[src/rtl/chroni_vram_arbiter_if.sv]
// Bundle of signals between the VRAM arbiter, its two requesters and the VRAM.
// master is the environment side (requesters + VRAM); slave is the arbiter.
interface chroni_vram_arbiter_if #(
   parameter int ADDR_W = 11,
   parameter int DATA_W = 8
);
   logic              vid_req;
   logic [ADDR_W-1:0] vid_addr;
   logic              vid_valid;
   logic [DATA_W-1:0] vid_data;
   logic              vid_miss;

   logic              cpu_req;
   logic              cpu_we;
   logic [ADDR_W-1:0] cpu_addr;
   logic [DATA_W-1:0] cpu_wdata;
   logic              cpu_ack;
   logic [DATA_W-1:0] cpu_rdata;

   logic [ADDR_W-1:0] mem_addr;
   logic              mem_we;
   logic [DATA_W-1:0] mem_wdata;
   logic [DATA_W-1:0] mem_rdata;

   modport master (
      output vid_req, vid_addr, cpu_req, cpu_we, cpu_addr, cpu_wdata, mem_rdata,
      input  vid_valid, vid_data, vid_miss, cpu_ack, cpu_rdata,
      input  mem_addr, mem_we, mem_wdata
   );

   modport slave (
      input  vid_req, vid_addr, cpu_req, cpu_we, cpu_addr, cpu_wdata, mem_rdata,
      output vid_valid, vid_data, vid_miss, cpu_ack, cpu_rdata,
      output mem_addr, mem_we, mem_wdata
   );
endinterface

[src/rtl/chroni_vram_arbiter.sv]
// Single-port VRAM arbiter: video fetch has priority, CPU gets req/ack access
// with a starvation counter that forces a CPU slot during long video bursts.
//
// state      | meaning
// ST_IDLE    | no CPU access in flight; a CPU request may be granted
// ST_GRANTED | CPU access issued to VRAM this cycle
// ST_ACKWAIT | CPU read data returning; ack issued at the next edge
module chroni_vram_arbiter #(
   parameter int ADDR_W       = 11,
   parameter int DATA_W       = 8,
   parameter int STARVE_LIMIT = 32,
   parameter int CNT_W        = 6
) (
   input logic                  vga_clk,
   input logic                  reset_n,
   chroni_vram_arbiter_if.slave bus
);

   typedef enum logic [1:0] {ST_IDLE, ST_GRANTED, ST_ACKWAIT} cpu_state_t;
   typedef enum logic [1:0] {TAG_NONE, TAG_VID, TAG_CPU} tag_t;

   cpu_state_t        state_q, state_d;
   logic [CNT_W-1:0]  cnt_q, cnt_d;
   logic [ADDR_W-1:0] mem_addr_q, mem_addr_d;
   logic              mem_we_q, mem_we_d;
   logic [DATA_W-1:0] mem_wdata_q, mem_wdata_d;
   tag_t              tag1_q, tag1_d;
   logic              vid_miss_q, vid_miss_d;
   tag_t              tag2_q;
   logic              we2_q;
   logic              vid_valid_q;
   logic [DATA_W-1:0] vid_data_q;
   logic              cpu_ack_q;
   logic [DATA_W-1:0] cpu_rdata_q;

   logic cpu_idle;
   logic starved;
   logic cpu_grant;

   assign cpu_idle = (state_q == ST_IDLE);
   assign starved  = (cnt_q == CNT_W'(STARVE_LIMIT));

   always_comb begin
      state_d     = state_q;
      cnt_d       = cnt_q;
      mem_addr_d  = mem_addr_q;
      mem_we_d    = 1'b0;
      mem_wdata_d = mem_wdata_q;
      tag1_d      = TAG_NONE;
      vid_miss_d  = 1'b0;
      cpu_grant   = 1'b0;

      if (cpu_idle && bus.cpu_req && starved) begin
         cpu_grant  = 1'b1;
         vid_miss_d = bus.vid_req;
      end else if (bus.vid_req) begin
         tag1_d     = TAG_VID;
         mem_addr_d = bus.vid_addr;
         // cannot overflow: reaching STARVE_LIMIT forces the grant above
         if (cpu_idle && bus.cpu_req) begin
            cnt_d = cnt_q + CNT_W'(1);
         end
      end else if (cpu_idle && bus.cpu_req) begin
         cpu_grant = 1'b1;
      end

      if (cpu_grant) begin
         tag1_d      = TAG_CPU;
         mem_addr_d  = bus.cpu_addr;
         mem_we_d    = bus.cpu_we;
         mem_wdata_d = bus.cpu_wdata;
         cnt_d       = '0;
      end

      if (!bus.cpu_req) begin
         cnt_d = '0;
      end

      case (state_q)
         ST_IDLE:    if (cpu_grant) state_d = ST_GRANTED;
         ST_GRANTED: state_d = ST_ACKWAIT;
         ST_ACKWAIT: state_d = ST_IDLE;
         default:    state_d = ST_IDLE;
      endcase
   end

   always_ff @(posedge vga_clk) begin
      if (!reset_n) begin
         state_q     <= ST_IDLE;
         cnt_q       <= '0;
         mem_addr_q  <= '0;
         mem_we_q    <= 1'b0;
         mem_wdata_q <= '0;
         tag1_q      <= TAG_NONE;
         vid_miss_q  <= 1'b0;
         tag2_q      <= TAG_NONE;
         we2_q       <= 1'b0;
         vid_valid_q <= 1'b0;
         vid_data_q  <= '0;
         cpu_ack_q   <= 1'b0;
         cpu_rdata_q <= '0;
      end else begin
         state_q     <= state_d;
         cnt_q       <= cnt_d;
         mem_addr_q  <= mem_addr_d;
         mem_we_q    <= mem_we_d;
         mem_wdata_q <= mem_wdata_d;
         tag1_q      <= tag1_d;
         vid_miss_q  <= vid_miss_d;
         // tag2 tracks the access whose read data is on mem_rdata this cycle
         tag2_q      <= tag1_q;
         we2_q       <= mem_we_q;
         vid_valid_q <= (tag2_q == TAG_VID);
         cpu_ack_q   <= (tag2_q == TAG_CPU);
         if (tag2_q == TAG_VID) begin
            vid_data_q <= bus.mem_rdata;
         end
         if ((tag2_q == TAG_CPU) && !we2_q) begin
            cpu_rdata_q <= bus.mem_rdata;
         end
      end
   end

   assign bus.mem_addr  = mem_addr_q;
   assign bus.mem_we    = mem_we_q;
   assign bus.mem_wdata = mem_wdata_q;
   assign bus.vid_valid = vid_valid_q;
   assign bus.vid_data  = vid_data_q;
   assign bus.vid_miss  = vid_miss_q;
   assign bus.cpu_ack   = cpu_ack_q;
   assign bus.cpu_rdata = cpu_rdata_q;

endmodule

[src/flat_wrapper.sv]
// flat-port wrapper written by rule: the top's interface ports become plain ports
module chroni_vram_arbiter_flat 
#(
   parameter int ADDR_W       = 11,
   parameter int DATA_W       = 8,
   parameter int STARVE_LIMIT = 32,
   parameter int CNT_W        = 6
)
  (vga_clk, reset_n, bus_vid_req, bus_vid_addr, bus_cpu_req, bus_cpu_we, bus_cpu_addr, bus_cpu_wdata, bus_mem_rdata, bus_vid_valid, bus_vid_data, bus_vid_miss, bus_cpu_ack, bus_cpu_rdata, bus_mem_addr, bus_mem_we, bus_mem_wdata);
  chroni_vram_arbiter_if #(.ADDR_W(ADDR_W), .DATA_W(DATA_W)) bus_i ();
  input logic vga_clk;
  input logic reset_n;
  input wire logic [$bits(bus_i.vid_req)-1:0] bus_vid_req;
  input wire logic [$bits(bus_i.vid_addr)-1:0] bus_vid_addr;
  input wire logic [$bits(bus_i.cpu_req)-1:0] bus_cpu_req;
  input wire logic [$bits(bus_i.cpu_we)-1:0] bus_cpu_we;
  input wire logic [$bits(bus_i.cpu_addr)-1:0] bus_cpu_addr;
  input wire logic [$bits(bus_i.cpu_wdata)-1:0] bus_cpu_wdata;
  input wire logic [$bits(bus_i.mem_rdata)-1:0] bus_mem_rdata;
  output wire logic [$bits(bus_i.vid_valid)-1:0] bus_vid_valid;
  output wire logic [$bits(bus_i.vid_data)-1:0] bus_vid_data;
  output wire logic [$bits(bus_i.vid_miss)-1:0] bus_vid_miss;
  output wire logic [$bits(bus_i.cpu_ack)-1:0] bus_cpu_ack;
  output wire logic [$bits(bus_i.cpu_rdata)-1:0] bus_cpu_rdata;
  output wire logic [$bits(bus_i.mem_addr)-1:0] bus_mem_addr;
  output wire logic [$bits(bus_i.mem_we)-1:0] bus_mem_we;
  output wire logic [$bits(bus_i.mem_wdata)-1:0] bus_mem_wdata;
  assign bus_i.vid_req = bus_vid_req;
  assign bus_i.vid_addr = bus_vid_addr;
  assign bus_i.cpu_req = bus_cpu_req;
  assign bus_i.cpu_we = bus_cpu_we;
  assign bus_i.cpu_addr = bus_cpu_addr;
  assign bus_i.cpu_wdata = bus_cpu_wdata;
  assign bus_i.mem_rdata = bus_mem_rdata;
  assign bus_vid_valid = bus_i.vid_valid;
  assign bus_vid_data = bus_i.vid_data;
  assign bus_vid_miss = bus_i.vid_miss;
  assign bus_cpu_ack = bus_i.cpu_ack;
  assign bus_cpu_rdata = bus_i.cpu_rdata;
  assign bus_mem_addr = bus_i.mem_addr;
  assign bus_mem_we = bus_i.mem_we;
  assign bus_mem_wdata = bus_i.mem_wdata;
  chroni_vram_arbiter #(.ADDR_W(ADDR_W), .DATA_W(DATA_W), .STARVE_LIMIT(STARVE_LIMIT), .CNT_W(CNT_W)) u_core (.vga_clk(vga_clk), .reset_n(reset_n), .bus(bus_i));
endmodule
[config.mk]
export PLATFORM = sky130hd
export DESIGN_NAME = chroni_vram_arbiter_flat
export DESIGN_NICKNAME = d
export VERILOG_FILES = /design/src/rtl/chroni_vram_arbiter_if.sv /design/src/rtl/chroni_vram_arbiter.sv /design/src/flat_wrapper.sv
export SDC_FILE = /design/constraint.sdc
export NUM_CORES = 1
export LEC_CHECK = 0
export ABC_CLOCK_PERIOD_IN_PS = 2200
export CORE_MARGIN = 4
export CORE_UTILIZATION = 40
export CTS_CLUSTER_SIZE = 12
export DETAILED_ROUTE_END_ITERATION = 10
export GPL_TIMING_DRIVEN = 0
export PLACE_DENSITY = 0.78
export REMOVE_ABC_BUFFERS = 1
export SYNTH_ARGS = -nofsm -noshare
export SYNTH_HDL_FRONTEND = slang
export SYNTH_SLANG_ARGS = --single-unit
export TNS_END_PERCENT = 30
[constraint.sdc]
create_clock -name vga_clk -period 2.2 [get_ports vga_clk]
set_input_delay 0.44 -clock vga_clk [delete_from_list [all_inputs] [get_ports vga_clk]]
set_output_delay 0.44 -clock vga_clk [all_outputs]
set_load 0.005 [all_outputs]
After elaboration in Yosys (flattened, before gate mapping). Index checks and enable logic that the tools add are counted.

Register bits: 52. Output and inout bits: 39. Logic and storage cells: 47.

Add/sub/neg operators: 1. Eq/ne operators: 6. Multiplexer cells: 11. Bitwise logic cells: 3. Reduce and logical (&&, ||, !) cells: 12.

Operators with widths (count): 2-to-1 mux 11 bit (3); adder 6 x 1 -> 6 bit (second input constant) (1); equality test 6 bit (second input constant) (1); 2-to-1 mux 2 bit (3); AND reduction 2 bit (3); OR reduction 3 bit (2); equality test 2 x 1 -> 1 bit (second input constant) (2); 2-to-1 mux 1 bit (4); case mux 2 bit (2 select lines) (1); logical AND 1 bit (3); inverter 1 bit (3); AND reduction 3 bit (1); equality test 2 bit (second input constant) (1); zero test 2 bit (1); != test 2 x 1 -> 1 bit (second input constant) (1); != test 2 bit (second input constant) (1); nonzero test 2 bit (1); zero test 1 bit (1).

Depth between registers and ports, before layout. Gate-level depths: netlist of run 1.

Word-level depth: 7. Depth in mapped cells: 7. Depth with buffers taken out: 6.

Worst setup path after synthesis of run 1. OpenSTA, ideal clock, no wires.

Path kind: input to register. Start point: input bus_cpu_req. End point: register u_core.mem_addr_q[0], in the netlist u_core.bus.mem_addr[0]. Library setup time: 124 ps. Arrival time: 1322 ps. Required time: 2076 ps. Path slack: 754 ps. Stages: 5. Buffers on the path: 2. Cells stage by stage: or3b_1 buf_2 buf_6 o311ai_1 nor3_1.

Longest elaborated chain between the ends: 6. Elaborated cells between the ends (all ways): 9.

Ends and longest elaborated chain: start, declared (line flat_wrapper.sv:15) `input wire logic [$bits(bus_i.cpu_req)-1:0] bus_cpu_req;`; logical AND 1 bit * (line chroni_vram_arbiter.sv:53, chroni_vram_arbiter.sv:63); 2-to-1 mux 1 bit (line chroni_vram_arbiter.sv:63) `end else if (cpu_idle && bus.cpu_req) begin`; 2-to-1 mux 1 bit (line chroni_vram_arbiter.sv:56) `end else if (bus.vid_req) begin`; 2-to-1 mux 1 bit (line chroni_vram_arbiter.sv:53) `if (cpu_idle && bus.cpu_req && starved) begin`; != test 2 x 1 -> 1 bit (no line) or nonzero test 2 bit (tied branches); AND reduction 2 bit (no line); end signal, assigned (line chroni_vram_arbiter.sv:105) `mem_addr_q <= mem_addr_d;`; end, declared (line chroni_vram_arbiter.sv:24) `logic [ADDR_W-1:0] mem_addr_q, mem_addr_d;`.

Mark *: on every way between the ends. The rest lies on a longest branch, timed or not. A chain may end at the register's enable or synchronous reset.

Final worst setup path of run 1.
Start point: input bus_cpu_req. End point: register u_core.mem_wdata_q[3], in the netlist u_core.bus.mem_wdata[3].

Longest elaborated chain between the ends: 4. Elaborated cells between the ends (all ways): 5.

Ends and longest elaborated chain: logical AND 1 bit * (line chroni_vram_arbiter.sv:53, chroni_vram_arbiter.sv:63); 2-to-1 mux 1 bit (line chroni_vram_arbiter.sv:63); 2-to-1 mux 1 bit (line chroni_vram_arbiter.sv:56); 2-to-1 mux 1 bit * (line chroni_vram_arbiter.sv:53); end signal, assigned (line chroni_vram_arbiter.sv:107) `mem_wdata_q <= mem_wdata_d;`; end, declared (line chroni_vram_arbiter.sv:26) `logic [DATA_W-1:0] mem_wdata_q, mem_wdata_d;`.

Marked as above.

==> results of run 1 <==
-- placed cells by master (no fill, tap or decap), types with 2 or more instances in the layout --
cell type,Yosys,final
sky130_fd_sc_hd__clkdlybuf4s50_1,0,79
sky130_fd_sc_hd__dfxtp_1,52,52
sky130_fd_sc_hd__nand2_1,43,43
sky130_fd_sc_hd__mux2i_1,16,16
sky130_fd_sc_hd__nor2_1,14,14
sky130_fd_sc_hd__nor3_1,13,13
sky130_fd_sc_hd__or3_1,12,12
sky130_fd_sc_hd__nor3b_1,12,11
sky130_fd_sc_hd__nor2b_1,9,9
sky130_fd_sc_hd__a21boi_0,8,8
sky130_fd_sc_hd__o311ai_0,7,7
sky130_fd_sc_hd__nand3_1,7,6
sky130_fd_sc_hd__and2_1,6,6
sky130_fd_sc_hd__clkbuf_8,0,5
sky130_fd_sc_hd__o311ai_1,4,4
sky130_fd_sc_hd__a31oi_1,3,3
sky130_fd_sc_hd__inv_1,2,2
sky130_fd_sc_hd__a21oi_1,2,2
sky130_fd_sc_hd__ha_1,2,2
-- registers in the layout, indices dropped and copies added, names as in the netlist, 2 cells and up --
| name | flops |
|---|---|
| u_core.bus.cpu_rdata | 8 |
| u_core.tag2_q | 2 |
| u_core.bus.vid_data | 8 |
| u_core.cnt_q | 6 |
| u_core.bus.mem_wdata | 8 |
| u_core.bus.mem_addr | 11 |
| u_core.state_q | 2 |
| u_core.tag1_q | 2 |
-- critical path, cell delays in order --
cell and delay (ps):
sky130_fd_sc_hd__clkdlybuf4s50_1 520, sky130_fd_sc_hd__or3b_1 660, sky130_fd_sc_hd__nor2_4 430, sky130_fd_sc_hd__mux2i_1 220
-- layer usage --
layer / global-route usage / vias up / share of wire
li1: - / 990 / -
met1: 0.184 / 833 / 0.45
met2: 0.240 / 75 / 0.44
met3: 0.0634 / 8 / 0.094
met4: 0.0401 / 0 / 0.014
met5: 0 / - / 0
-- timing repair --
action | CTS | global route
setup buffers | 0 | 0
endpoints found under the hold margin | 0 | 0
pin swaps | 0 | 0
setup endpoints to repair | 11 | 12
hold buffers | 0 | 0
resized for setup | 2 | 1
-- through the flow --
stage | setup slack, ps | std cells | power [uW] | hold WS (ps) | utilization
global placement | -1080 | 378 | 1300 | 414 | 0.576
detailed placement | -492 | 378 | 1300 | 423 | 0.576
finish | 155 | 386 | 1820 | 442 | 0.595
floorplan | 492 | 227 | 1110 | 412 | -
global route | -4.03 | 386 | 1920 | 479 | 0.595
CTS | 5.64 | 386 | 1840 | 448 | 0.594
-- how the worst max path moves through the flow --
stage	from	end	slack (ps)	cells past startpoint
global route	bus_cpu_req	u_core.bus.mem_addr[6]$_SDFFE_PN0P_	-4	5
global placement	reset_n	u_core.cnt_q[4]$_SDFFE_PP0P_	-1080	4
CTS	bus_cpu_req	u_core.bus.mem_addr[6]$_SDFFE_PN0P_	6	5
floorplan	bus_cpu_req	u_core.bus.mem_wdata[0]$_SDFFE_PN0P_	490	3
finish	bus_cpu_req	u_core.bus.mem_wdata[3]$_SDFFE_PN0P_	160	4
detailed placement	bus_vid_req	u_core.bus.mem_wdata[7]$_SDFFE_PN0P_	-490	4
-- logic make-up (layout without fill, tap and decap cells) --
family | after synthesis | in the layout | synth area share
adders and majority gates | 2 | 2 | 0.0112
and+or+nand+nor | 128 | 128 | 0.310
buffers and inverters | 21 | 91 | 0.0497
muxes | 16 | 16 | 0.0715
DFF | 52 | 52 | 0.465
AOI/OAI and AO/OA | 27 | 27 | 0.0933
-- power groups by stage --
stage | Combinational (uW) | Clock, uW | Sequential (uW)
floorplan | 91.5 | 0 | 1020
global placement | 279 | 0 | 1020
detailed placement | 278 | 0 | 1020
CTS | 280 | 562 | 1000
global route | 306 | 608 | 1010
finish | 277 | 541 | 1000
-- final cells by class --
cell class | count | area, um^2 | area share
Clock buffer | 5 | 68.8 | 0.0220
Clock inverter | 3 | 22.5 | 0.00719
Inverter | 2 | 7.51 | 0.00240
Multi-Input combinational cell | 173 | 1100 | 0.352
Sequential cell | 52 | 1040 | 0.332
Tap cell | 70 | 87.6 | 0.0279
Timing Repair Buffer | 81 | 805 | 0.257
==> tab_implementation.tex, run 1 <==
\begin{tabular}{lr}
\hline
Metric & Value \\
\hline
\multicolumn{2}{l}{\textbf{Job}} \\
\quad Max-capacitance violation count & 0 \\
\multicolumn{2}{l}{\textbf{Floorplan}} \\
\quad Cell Rows & 26 \\
\quad Initial cell density of the core & 0.425 \\
\quad Total I/O pin count & 82 \\
\quad Total Die Area & 6860 um\^{}2 \\
\quad Die Ht & 82.8 um \\
\quad Die width & 82.8 um \\
\quad Placeable core area & 5270 um\^{}2 \\
\multicolumn{2}{l}{\textbf{Pwr}} \\
\quad Switching fraction of total power & 0.242 \\
\quad Internal power component & 1380 uW \\
\quad P\_leak & 0.00111 uW \\
\quad Sw Pwr & 440 uW \\
\quad Seq pwr share & 0.550 \\
\quad Highest ir drop seen on vdd & 0.336 mV \\
\quad Clock network power share & 0.298 \\
\quad Power per unit of standard cell area & 580 nW/um\^{}2 \\
\quad Comb pwr share & 0.152 \\
\multicolumn{2}{l}{\textbf{Setup path}} \\
\quad Endpoint kind of the worst setup timing path & flip-flop \\
\quad Largest driver fanout on the critical path & 19 \\
\quad Startpoint types & input pin \\
\quad R2r setup slk & 450 ps \\
\quad Reg2reg start & u\_core.state\_q[1]\$\_SDFFE\_PN0P\_ \\
\quad CP Class & in -> reg \\
\quad Critical path required time & 2440 ps \\
\quad Data arrival time of the critical path & 2280 ps \\
\quad Register-to-Register Path Depth & 3 \\
\quad Reg2reg end & u\_core.bus.mem\_wdata[3]\$\_SDFFE\_PN0P\_ \\
\multicolumn{2}{l}{\textbf{Finish}} \\
\quad Cell area after layout & 3130 um\^{}2 \\
\quad Layout Nets & 360 \\
\quad Inserted Diodes & 0 \\
\quad Proportion of layout cells with a drive suffix above 1 & 0.0506 \\
\quad Count of fill cells added during filler insertion & 500 \\
\quad Area growth syn-to-layout & 39.9\% \\
\multicolumn{2}{l}{\textbf{Yosys}} \\
\quad Synthesized instance count & 246 \\
\quad Yosys Warn Count & 0 \\
\quad Mean instance size in the synthesized netlist & 9.10 um\^{}2 \\
\quad Top cells by area in the synthesized netlist & sky130\_fd\_sc\_hd\_\_dfxtp\_1 (46\%), sky130\_fd\_sc\_hd\_\_nand2\_1 (7.2\%), sky130\_fd\_sc\_hd\_\_mux2i\_1 (7.2\%) \\
\quad Register area share after synthesis & 0.465 \\
\quad Most frequently used flop master after synthesis & sky130\_fd\_sc\_hd\_\_dfxtp\_1 \\
\quad Register bit total from synthesis & 52 \\
\quad Post-synth EDFFs & 0 \\
\quad Most frequent cell after synthesis & sky130\_fd\_sc\_hd\_\_dfxtp\_1 \\
\quad Fraction of synthesized cell area taken by the top area cell type & 0.465 \\
\quad Ranking of synthesized cells by instance count & sky130\_fd\_sc\_hd\_\_dfxtp\_1 (52), sky130\_fd\_sc\_hd\_\_nand2\_1 (43), sky130\_fd\_sc\_hd\_\_mux2i\_1 (16), sky130\_fd\_sc\_hd\_\_nor2\_1 (14), sky130\_fd\_sc\_hd\_\_nor3\_1 (13) \\
\quad Fraction of registers with async set/reset & 0 \\
\quad Synth area leader & sky130\_fd\_sc\_hd\_\_dfxtp\_1 \\
\quad Synth Cell Area & 2240 um\^{}2 \\
\quad Distinct cell type count after synthesis & 38 \\
\multicolumn{2}{l}{\textbf{Min path}} \\
\quad Hold path startpoint & u\_core.tag1\_q[1]\$\_SDFF\_PN0\_ \\
\quad Min-Delay Endpoint & u\_core.tag2\_q[1]\$\_SDFF\_PN0\_ \\
\quad Worst hold path type & reg -> reg \\
\quad Instance count along the most critical hold path & 1 \\
\multicolumn{2}{l}{\textbf{Routing}} \\
\quad Number of design-rule violations left by the first detailed-router iteration & 41 \\
\quad Total via count after detailed routing & 1906 \\
\quad Post-DR wirelength/cell & 13.1 um \\
\quad Pre-Repair DR Iteration Count & 4 \\
\quad Total wire length & 5070 um \\
\quad Drt via density & 4.94 \\
\quad Post-route DRC & 0 \\
\quad Detail Route Antenna Nets & 0 \\
\multicolumn{2}{l}{\textbf{STA}} \\
\quad Max Slew Vio Count & 0 \\
\quad Final worst-path cycle share & 0.929 \\
\quad Max-Slew Margin vs Limit & 0.321 \\
\quad Minimum period implied by the final worst setup slack & 2040 ps \\
\quad Slew at the pin closest to its max-slew limit & 1020 ps \\
\quad Final clock skew & 3.71 ps \\
\quad Maximum achievable frequency & 0.489 GHz \\
\quad Total Neg Setup Slack & 0 ps \\
\quad Final Hold Violating Endpoints & 0 \\
\quad Endpoints failing setup & 0 \\
\multicolumn{2}{l}{\textbf{Clocking}} \\
\quad Clk\_lat worst skew & 300 ps \\
\quad Clock tree root buffer cell & sky130\_fd\_sc\_hd\_\_clkbuf\_8 \\
\quad Number of sinks driven by the clock tree & 52 \\
\quad Clock slew seen by the registers of the worst setup and hold paths & 90 ps \\
\quad CTS tree & yes \\
\quad CTS buffer count & 5 \\
\quad H-Tree Level Count & 2 \\
\quad Maximum count of clock buffers along a single path & 2 \\
\multicolumn{2}{l}{\textbf{GRT}} \\
\quad Maximum number of pins on one net before global-route repair & 56 \\
\quad Antenna violations before repair & 0 \\
\quad Via count of the first global-routing pass & 1882 \\
\quad First-pass GRT wire length & 8750 um \\
\quad GRT Util Overall & 0.149 \\
\quad Overall overflow remaining after global route & 0 \\
\multicolumn{2}{l}{\textbf{Placement}} \\
\quad Count of input and output buffers & 81 \\
\quad Dpl cell area & 3030 um\^{}2 \\
\quad Final weighted congestion in routability-driven placement & 0.684 \\
\quad Post-DP HPWL & 3570 um \\
\multicolumn{2}{l}{\textbf{Status}} \\
\quad Run status & finished, final reports clean \\
\hline
\end{tabular}
Power figures use the tool's default switching activity.
==> run 2, diff against run 1 <==
--- a/config.mk
+++ b/config.mk
@@ -6,6 +6,7 @@
 export NUM_CORES = 1
 export LEC_CHECK = 0
 export ABC_CLOCK_PERIOD_IN_PS = 2200
+export CORE_ASPECT_RATIO = 0.9
 export CORE_MARGIN = 4
 export CORE_UTILIZATION = 40
 export CTS_CLUSTER_SIZE = 12
==> tab_implementation.tex, run 2 (synthesis gave the netlist of run 1 again) <==
\begin{tabular}{lr}
\hline
Metric & Value \\
\hline
\multicolumn{2}{l}{\textbf{Floorplan}} \\
\quad Initial cell density of the core & 0.419 (-0.00626) \\
\quad Cell Rows & 25 (-3.8\%) \\
\quad Total I/O pin count & 82 (unchanged) \\
\quad Total Die Area & 6860 um\^{}2 (about the same) \\
\quad Die Ht & 79.0 um (-4.6\%) \\
\quad Placeable core area & 5350 um\^{}2 (+1.5\%) \\
\quad Die width & 86.9 um (+4.9\%) \\
\multicolumn{2}{l}{\textbf{Setup path}} \\
\quad Largest driver fanout on the critical path & 19 (unchanged) \\
\quad Startpoint types & input pin \\
\quad First element of the critical path & bus\_cpu\_req \\
\quad Data arrival time of the critical path & 2290 ps (about the same) \\
\quad Register-to-Register Path Depth & 3 (unchanged) \\
\quad Endpoint kind of the worst setup timing path & flip-flop \\
\quad Reg2reg start & u\_core.state\_q[1]\$\_SDFFE\_PN0P\_ \\
\quad R2r setup slk & 420 ps (-30 ps) \\
\quad Critical path required time & 2440 ps (about the same) \\
\quad Critical path capture point & u\_core.bus.mem\_wdata[5]\$\_SDFFE\_PN0P\_ \\
\quad CP Class & in -> reg \\
\quad Reg2reg end & u\_core.bus.mem\_wdata[5]\$\_SDFFE\_PN0P\_ \\
\multicolumn{2}{l}{\textbf{Clocking}} \\
\quad Number of hold buffers added after cts & 0 (unchanged) \\
\quad H-Tree Level Count & 2 (unchanged) \\
\quad CTS tree & yes \\
\quad Clock slew seen by the registers of the worst setup and hold paths & 100 ps (about the same) \\
\quad Number of sinks driven by the clock tree & 52 (unchanged) \\
\quad Clock tree root buffer cell & sky130\_fd\_sc\_hd\_\_clkbuf\_8 \\
\quad Maximum count of clock buffers along a single path & 2 (unchanged) \\
\quad Clk\_lat worst skew & 310 ps (about the same) \\
\quad CTS buffer count & 5 (unchanged) \\
\multicolumn{2}{l}{\textbf{GRT}} \\
\quad Via count of the first global-routing pass & 1849 (-1.8\%) \\
\quad Overall overflow remaining after global route & 0 (unchanged) \\
\quad Maximum number of pins on one net before global-route repair & 56 (unchanged) \\
\quad GRT Util Overall & 0.155 (+0.00584) \\
\quad First-pass GRT wire length & 8550 um (-2.3\%) \\
\quad Antenna violations before repair & 0 (unchanged) \\
\multicolumn{2}{l}{\textbf{Placement}} \\
\quad Count of input and output buffers & 81 (unchanged) \\
\quad Final weighted congestion in routability-driven placement & 0.702 (+2.6\%) \\
\quad Cell Count Post-Placement & 375 (-0.79\%) \\
\quad Post-DP HPWL & 3620 um (+1.5\%) \\
\quad Dpl cell area & 3030 um\^{}2 (-0.12\%) \\
\multicolumn{2}{l}{\textbf{Job}} \\
\quad Max-capacitance violation count & 0 (unchanged) \\
\multicolumn{2}{l}{\textbf{Routing}} \\
\quad Post-DR wirelength/cell & 13.7 um (+4.1\%) \\
\quad Detail Route Antenna Nets & 0 (unchanged) \\
\quad Post-route DRC & 0 (unchanged) \\
\quad Pre-Repair DR Iteration Count & 4 (unchanged) \\
\quad Drt via density & 5.12 (+3.7\%) \\
\quad Number of design-rule violations left by the first detailed-router iteration & 106 (+160\%) \\
\quad Total wire length & 5280 um (+4.1\%) \\
\quad Total via count after detailed routing & 1976 (+3.7\%) \\
\multicolumn{2}{l}{\textbf{Pwr}} \\
\quad Tot Pwr & 1860 uW (+2.3\%) \\
\quad P\_leak & 0.00112 uW (+1.0\%) \\
\quad Power per unit of standard cell area & 590 nW/um\^{}2 (+1.6\%) \\
\quad Highest ir drop seen on vdd & 0.349 mV (+3.7\%) \\
\multicolumn{2}{l}{\textbf{Finish}} \\
\quad Post-Layout Cell Count & 386 (unchanged) \\
\quad Proportion of layout cells with a drive suffix above 1 & 0.0596 (+0.00893) \\
\quad Layout Nets & 363 (+0.83\%) \\
\quad Core occupancy in the finished layout & 0.590 (-0.00479) \\
\quad Flip-flop count of the largest register, all copies and words added & 11 (unchanged) \\
\quad Commonest cells after routing, fill and taps aside & sky130\_fd\_sc\_hd\_\_clkdlybuf4s50\_1 (79), sky130\_fd\_sc\_hd\_\_dfxtp\_1 (52), sky130\_fd\_sc\_hd\_\_nand2\_1 (43) \\
\quad Cell area after layout & 3160 um\^{}2 (+0.68\%) \\
\quad Most frequent standard cell in the layout excluding fill and tap cells & sky130\_fd\_sc\_hd\_\_clkdlybuf4s50\_1 \\
\quad Area growth syn-to-layout & 40.9\% \\
\quad Inserted Diodes & 0 (unchanged) \\
\multicolumn{2}{l}{\textbf{Min path}} \\
\quad Worst hold path type & reg -> reg \\
\multicolumn{2}{l}{\textbf{STA}} \\
\quad Max Slew Vio Count & 0 (unchanged) \\
\quad Final worst-path cycle share & 0.930 (+0.000965) \\
\quad Max-Slew Margin vs Limit & 0.316 (-0.00434) \\
\quad Worst hold slack across all endpoints & 442 ps (+0.654 ps) \\
\quad Minimum period implied by the final worst setup slack & 2050 ps (+2.12 ps) \\
\quad RSZ-0062 raised after global routing & false \\
\quad Final Hold Violating Endpoints & 0 (unchanged) \\
\quad Maximum achievable frequency & 0.489 GHz (-0.10\%) \\
\quad Endpoints failing setup & 0 (unchanged) \\
\quad Final clock skew & 9.71 ps (+6.00 ps) \\
\quad Slew at the pin closest to its max-slew limit & 1030 ps (+6.50 ps) \\
\multicolumn{2}{l}{\textbf{Status}} \\
\quad Run status & finished, final reports clean \\
\hline
\end{tabular}
run 2: changes by cell type in the layout (fill, tap and decap cells not counted), sizes merged:
cell	previous run	this run
buf	1	4
clkinv	2	0
clkinvlp	0	1
inv	3	4
run 2: report_power, final:
group	internal, uW	switching [uW]	total, uW
registers	980	19.2	999
logic	176	113	288
clock network	233	340	573
total	1390	472	1860
run 2: metrics by stage:
step | setup slack [ps] | setup TNS, ps
final | 153 | 0
after floorplan | 492 | 0
after global placement | -1020 | -17450
after CTS | 1.70 | 0
after detailed placement | -509 | -9990
after global routing | 18.9 | 0
run 2: how the worst min path moves through the flow:
stage / from / endpoint / slack, ps / depth (start not counted)
final: u_core.tag1_q[0]$_SDFF_PP0_ / u_core.tag2_q[0]$_SDFF_PN0_ / 440 / 1
after CTS: u_core.tag1_q[0]$_SDFF_PP0_ / u_core.tag2_q[0]$_SDFF_PN0_ / 450 / 1
after global routing: u_core.tag1_q[1]$_SDFF_PN0_ / u_core.tag2_q[1]$_SDFF_PN0_ / 460 / 1
after global placement: u_core.tag1_q[1]$_SDFF_PN0_ / u_core.tag2_q[1]$_SDFF_PN0_ / 420 / 1
after detailed placement: u_core.tag1_q[0]$_SDFF_PP0_ / u_core.tag2_q[0]$_SDFF_PN0_ / 420 / 1
after floorplan: u_core.tag1_q[0]$_SDFF_PP0_ / u_core.tag2_q[0]$_SDFF_PN0_ / 410 / 1
run 2: layout make-up:
class	count	area (um^2)
Fill cell	475	2190
Clock inverter	3	25.0
Multi-Input combinational cell	173	1100
Sequential cell	52	1040
Timing Repair Buffer	84	827
Inverter	2	7.51
Clock buffer	5	68.8
Tap cell	67	83.8
run 2: worst max-delay path, cell delays in order:
cell and delay (ps):
sky130_fd_sc_hd__clkdlybuf4s50_1 510, sky130_fd_sc_hd__or3b_1 670, sky130_fd_sc_hd__nor2_4 430, sky130_fd_sc_hd__mux2i_1 230
run 2: metal layers:
metal | global-route usage | part of all wire | vias to the layer above
met5 | 0 | 0 | -
met3 | 0.0716 | 0.12 | 9
met1 | 0.196 | 0.45 | 898
met2 | 0.236 | 0.42 | 72
met4 | 0.0467 | 0.013 | 0
li1 | - | - | 997
run 2: timing repair:
item                       CTS  global route
setup endpoints to repair   11            13
pin swaps                    0             1
gates resized for setup      2             1
setup buffers                0             3
